File: config.mk
export PLATFORM = sky130hd
export DESIGN_NAME = regset_fifo_ctrl
export DESIGN_NICKNAME = d
export VERILOG_FILES = /design/src/rtl/regset_fifo_ctrl.sv
export SDC_FILE = /design/constraint.sdc
export NUM_CORES = 1
export LEC_CHECK = 0
export ABC_AREA = 1
export BUFFER_PORTS_ARGS = -buffer_cell sky130_fd_sc_hd__buf_2
export CORE_MARGIN = 2
export CORE_UTILIZATION = 50
export DETAILED_ROUTE_END_ITERATION = 8
export GPL_ROUTABILITY_DRIVEN = 1
export PLACE_DENSITY = 0.91
export SYNTH_ARGS = -nofsm -noshare
export SYNTH_HDL_FRONTEND = slang
export SYNTH_SLANG_ARGS = --single-unit
File: constraint.sdc
create_clock -name Clk -period 3.3 [get_ports Clk]
set_input_delay 0.66 -clock Clk [delete_from_list [all_inputs] [get_ports Clk]]
set_output_delay 0.66 -clock Clk [all_outputs]
set_load 0.05 [all_outputs]
File: src/rtl/regset_fifo_ctrl.sv
// regset_fifo_ctrl: sequences push/pop streams into single-port regset accesses,
// using the regset as FIFO storage plus a one-entry head register.
module regset_fifo_ctrl #(
    parameter int DW    = 4,
    parameter int AW    = 3,
    parameter int DEPTH = 2**AW
) (
    input  logic          Clk,
    input  logic          Rst_n,
    input  logic          Push_valid,
    output logic          Push_ready,
    input  logic [DW-1:0] Push_data,
    output logic          Pop_valid,
    input  logic          Pop_ready,
    output logic [DW-1:0] Pop_data,
    output logic [AW:0]   Count,
    output logic          Full,
    output logic          Empty,
    output logic          Rs_RW,
    output logic [AW-1:0] Rs_Address,
    output logic [DW-1:0] Rs_Data_in,
    input  logic [DW-1:0] Rs_Data_out
);
    localparam logic [AW:0] FULL_CNT = (AW+1)'(DEPTH);

    logic [AW-1:0] wr_ptr, rd_ptr;
    logic [AW:0]   scnt;
    logic          out_v, rd_sel, wr_sel;

    // Head refill reads win the port; pushes only get idle cycles.
    always_comb begin
        rd_sel     = (scnt != '0) && (!out_v || Pop_ready);
        Push_ready = Rst_n && !rd_sel && (scnt < FULL_CNT);
        wr_sel     = Push_valid && Push_ready;
        Rs_RW      = !wr_sel;
        Rs_Address = wr_sel ? wr_ptr : rd_ptr;
        Rs_Data_in = wr_sel ? Push_data : '0;
        Pop_valid  = out_v;
        Count      = scnt + {{AW{1'b0}}, out_v};
        Full       = scnt == FULL_CNT;
        Empty      = Count == '0;
    end

    always_ff @(posedge Clk or negedge Rst_n) begin
        if (!Rst_n) begin
            wr_ptr   <= '0;
            rd_ptr   <= '0;
            scnt     <= '0;
            out_v    <= 1'b0;
            Pop_data <= '0;
        end else begin
            if (rd_sel) begin
                Pop_data <= Rs_Data_out;
                out_v    <= 1'b1;
                rd_ptr   <= rd_ptr + AW'(1);
            end else if (out_v && Pop_ready) begin
                out_v <= 1'b0;
            end
            if (wr_sel)
                wr_ptr <= wr_ptr + AW'(1);
            scnt <= rd_sel ? scnt - (AW+1)'(1) : wr_sel ? scnt + (AW+1)'(1) : scnt;
        end
    end
endmodule

# Word level (Yosys, flattened, before mapping)
# Index checks and enable logic that the tools add are counted.
[op_classes]
n_addsub = 5
n_lt_le_gt_ge = 1
n_eq_ne = 1
muxes = 6
n_reduce_logical = 13
[op_table]
columns = ["operator", "count"]
rows = [
  ["$mux W4", 3],
  ["$add A3 B1 Y3 const B", 2],
  ["$logic_and A1 B1 Y1", 5],
  ["$add A4 B1 Y4", 1],
  ["$add A4 B1 Y4 const B", 1],
  ["$eq A4 B4 Y1 const B", 1],
  ["$logic_not A4 Y1", 1],
  ["$lt A4 B4 Y1 const B", 1],
  ["$reduce_bool A2 Y1", 2],
  ["$reduce_bool A4 Y1", 1],
  ["$sub A4 B1 Y4 const B", 1],
  ["$logic_not A1 Y1", 3],
  ["$mux W3", 1],
  ["$mux W1", 2],
  ["$logic_or A1 B1 Y1", 1],
]
[word_totals]
reg_bits = 15
in_bits = 12
word_cells = 31

# Longest topological paths before layout
[logic_depth]
ltp_word = 9
mapped_depth = 10
depth_no_buf = 10

# Least setup slack after synthesis
# OpenSTA, ideal clock, no wires.
[synth_path]
path_kind = "reg-to-output"
from = "register out_v (netlist: Pop_valid)"
to = "output Empty"
t_arrival_ps = 2962
path_slack_ps = -322
path_stages_with_launch = 5
path_buffers = 0
path_cell_list = "dfrtp_1 -> ha_1 -> ha_1 -> xor2_1 -> nor4_1"
[synth_between]
elab_chain_len = 2
[synth_lines]
columns = ["item", "line", "source"]
rows = [
  ["start: declaration", "28", "logic out_v, rd_sel, wr_sel;"],
  ["start signal: assignment", "49", "out_v <= 1'b0;"],
  ["start signal: assignment", "54", "out_v <= 1'b1;"],
  ["start signal: assignment", "57", "out_v <= 1'b0;"],
  ["$add A4 B1 Y4", "39", "Count = scnt + {{AW{1'b0}}, out_v};"],
  ["named net Count[2]", "16", "output logic [AW:0] Count,"],
  ["$logic_not A4 Y1", "41", "Empty = Count == '0;"],
  ["end: declaration", "18", "output logic Empty,"],
]
# The timed path passes the listed nets, and every way through them passes these cells.

# Final worst setup path
[layout_path]
from = "register scnt[0]"
to = "output Empty"
[layout_between]
elab_chain_len = 2
[layout_lines]
columns = ["item", "line", "source"]
rows = [
  ["start: declaration", "27", "logic [AW:0] scnt;"],
  ["start signal: assignment", "61", "scnt <= rd_sel ? scnt - (AW+1)'(1) : wr_sel ? scnt + (AW+1)'(1) : scnt;"],
  ["$add A4 B1 Y4", "39", ""],
  ["$logic_not A4 Y1", "41", ""],
]
# Every way passes these cells.

==> metrics.md <==
| Metric | Value |
|---|---|
| Reg clk slew, reported paths | `0.09 ns` |
| Pre-antenna DRT Iters | `2` |
| Antenna-violating nets left | `0` |
| IO Pins | `32` |
| Syn Std Cell Area | `890 um^2` |
| RSZ-0062 raised after global routing | `no` |
| Leading post-synthesis cells by cell area | `dfrtp_1, nand2_1, ha_1, inv_1, xnor2_1` |
| Crit path max fanout | `6` |
| Crit-path cells | `ha_1 -> ha_1 -> xor2_1 -> nor4_2 -> buf_2` |
| Worst EP required | `2.64 ns` |
| Avg Inst Size Synth | `between 8 and 9 um^2` |
| R2r endpoint | `scnt[3]` |
| Final setup fails | `0` |
| #FFs+latches synth | `15` |
| Residual DRC count | `0` |
| Clock Sinks | `15` |
| H-tree Lvls | `1` |
| Final Skew | `0.0115 ns` |
| Async S/R FF share, synth | `100%` |
| CTS Root Cell | `clkbuf_4` |
| R2R setup slack | `1.33 ns` |
| Ys flop type | `dfrtp_1` |
| Post-synthesis cell count | `between 100 and 150` |
| Synth area leader | `dfrtp_1` |
| R2R depth | `10` |
| Post-route cell area | `0.00110 mm^2` |
| Routed WL per cell | `around 12 um` |
| Placer Congestion | `between 0.8 and 0.9` |
| # rows | `15` |
| Initial antenna violation count | `0` |
| Initial core utilization | `between 50 and 60%` |
| Die height | `46.2 um` |
| Sequential share of the synthesized area | `a little over two fifths` |
| Slew HR | `81.7%` |
| Most frequent CP cell | `ha_1` |
| Setup_tns | `0 ns` |
| Max stage delay cell, worst path | `dfrtp_1` |
| Area Overhead vs Synth | `23.3%` |
| Smallest hold slack | `0.307 ns` |
| Final Cycle Share | `77.5%` |
| CP Class | `reg2out` |
| Worst hold path class | `in2async` |
| Max incr delay on CP | `about 0.46 ns` |
| Max-slew violations | `0` |
| Count of flip-flops with a built-in enable after synthesis | `0` |
| Post-CTS setup buffer count | `0` |
| Syn_nets | `123` |
| Post-CTS Hold Buffers | `0` |
| Area of placed instances | `roughly 0.0011 mm^2` |
| Post-synthesis cell type count | `24` |
| Hold Fails Final Rpt | `0` |
| CP bufs+invs | `1` |
| Share of layout cells above drive strength 1 | `32.6%` |
| Fin nets | `158` |
| YS warnings | `0` |
| CTS Buffer Depth | `2` |
| Final min period | `about 2.6 ns` |
| Family with the most delay on the worst path | `flip-flops` |
| TritonCTS clock tree | `done` |
| Status | `completed` |
| # Max-Cap Violations | `0` |
| Fmax | `391 MHz` |
| Core ar. | `between 0.0015 and 0.002 mm^2` |
| Total Routing Usage GR | `20.3%` |
| DIE AREA | `~0.0021 mm^2` |
| Post-DP HPWL | `1460 um` |
| Initial drt markers | `5` |
| CTS resizes | `0` |
| Crit. End Element | `primary output` |
| Worst skew pair latency | `0.29 ns` |
| Synth top cells by count | `nand2_1, dfrtp_1, inv_1, nor2_1, ha_1` |
| Vias in the first global route | `744` |
| Die width | `46.2 um` |
| DR vias | `a little under 800` |
| Worst r2r src | `scnt[2]` |
| Worst Path Arrival | `roughly 1.9 ns` |
| Input/output buffers | `31` |
| Largest net degree at the start of global routing | `20` |
| Worst-Margin Slew | `0.274 ns` |
| TritonCTS Buffers | `3` |
| N_diodes | `0` |
| Setup crit start kind | `flip-flop` |
| Vias per cell | `4.75` |
| First-pass GRT wire length | `3020 um` |
| Final WL | `1900 um` |
| Most numerous cell in the Yosys netlist | `nand2_1` |
| Overflow after GRT | `0` |
| Share of the synthesized area in the top cell type | `42.2%` |
## how the worst max path moves through the flow
stage,from,endpoint,slack [ns],cells after the start
CTS,scnt[0],Empty,0.76,5
detailed placement,Pop_ready,Rs_Address[2],0.85,7
floorplan,Pop_valid,Empty,0.25,4
global route,scnt[0],Empty,0.62,5
finish,scnt[0],Empty,0.74,5
global placement,Pop_ready,Rs_Address[2],0.88,7
## layer usage
| metal | up-vias | global-route usage [%] | part of all wire (%) |
|---|---|---|---|
| met4 | 0 | 13.1 | 1.8 |
| met5 | - | 0 | 0 |
| met3 | 6 | 3.14 | 3.6 |
| met1 | 350 | 24.8 | 46 |
| li1 | 394 | - | - |
| met2 | 24 | 32.8 | 49 |
## placed cells by master (no fill, tap or decap), types with 3 or more instances in the layout
cell type	count
nand3_1	4
ha_1	6
nor2_1	8
dfrtp_1	15
nand2_1	29
inv_1	13
xnor2_1	4
buf_2	31
clkbuf_4	3
xor2_1	3
## per-stage QoR
stage | instances | utilization [%] | worst slack, ns
final | 163 | 64.2 | 0.742
after global routing | 163 | 64.2 | 0.622
after CTS | 163 | 64.2 | 0.762
after detailed placement | 159 | 62.7 | 0.850
after global placement | 159 | 62.7 | 0.879
after floorplan | 104 | - | 0.252
## layout make-up
cell class | count | area [um^2]
repair buffers | 32 | 163
well taps | 25 | 31.3
inverters | 14 | 52.6
flip-flops and latches | 15 | 375
fillers | 140 | 611
clock buffers | 4 | 26.3
multi-input cells | 73 | 449
## cells by family after synthesis
family | share of synthesized area [%]
flops | 42.2
buf+inv | 8.02
compound gates | 5.77
xor+xnor | 6.89
simple gates | 26.4
fa+ha+maj | 10.7
## registers in the layout, summed over array words and instances, names as in the netlist
signal and cells:
scnt 4, Pop_data 4, Pop_valid 1, wr_ptr 3
rd_ptr 3
## worst register-to-register path, cell delays in order, from the launching register on
cell     delay (ns)
dfrtp_1        0.48
nor2_2         0.13
nand2_2        0.07
nand2_4        0.18
inv_2          0.13
ha_1           0.35
a21oi_1        0.16
nand2_1        0.10
nor2_1         0.11
nor2_1         0.06
a21oi_1        0.14
Power is not shown: default switching activity piles up to over one toggle a cycle in this logic, so the estimate is an artifact.
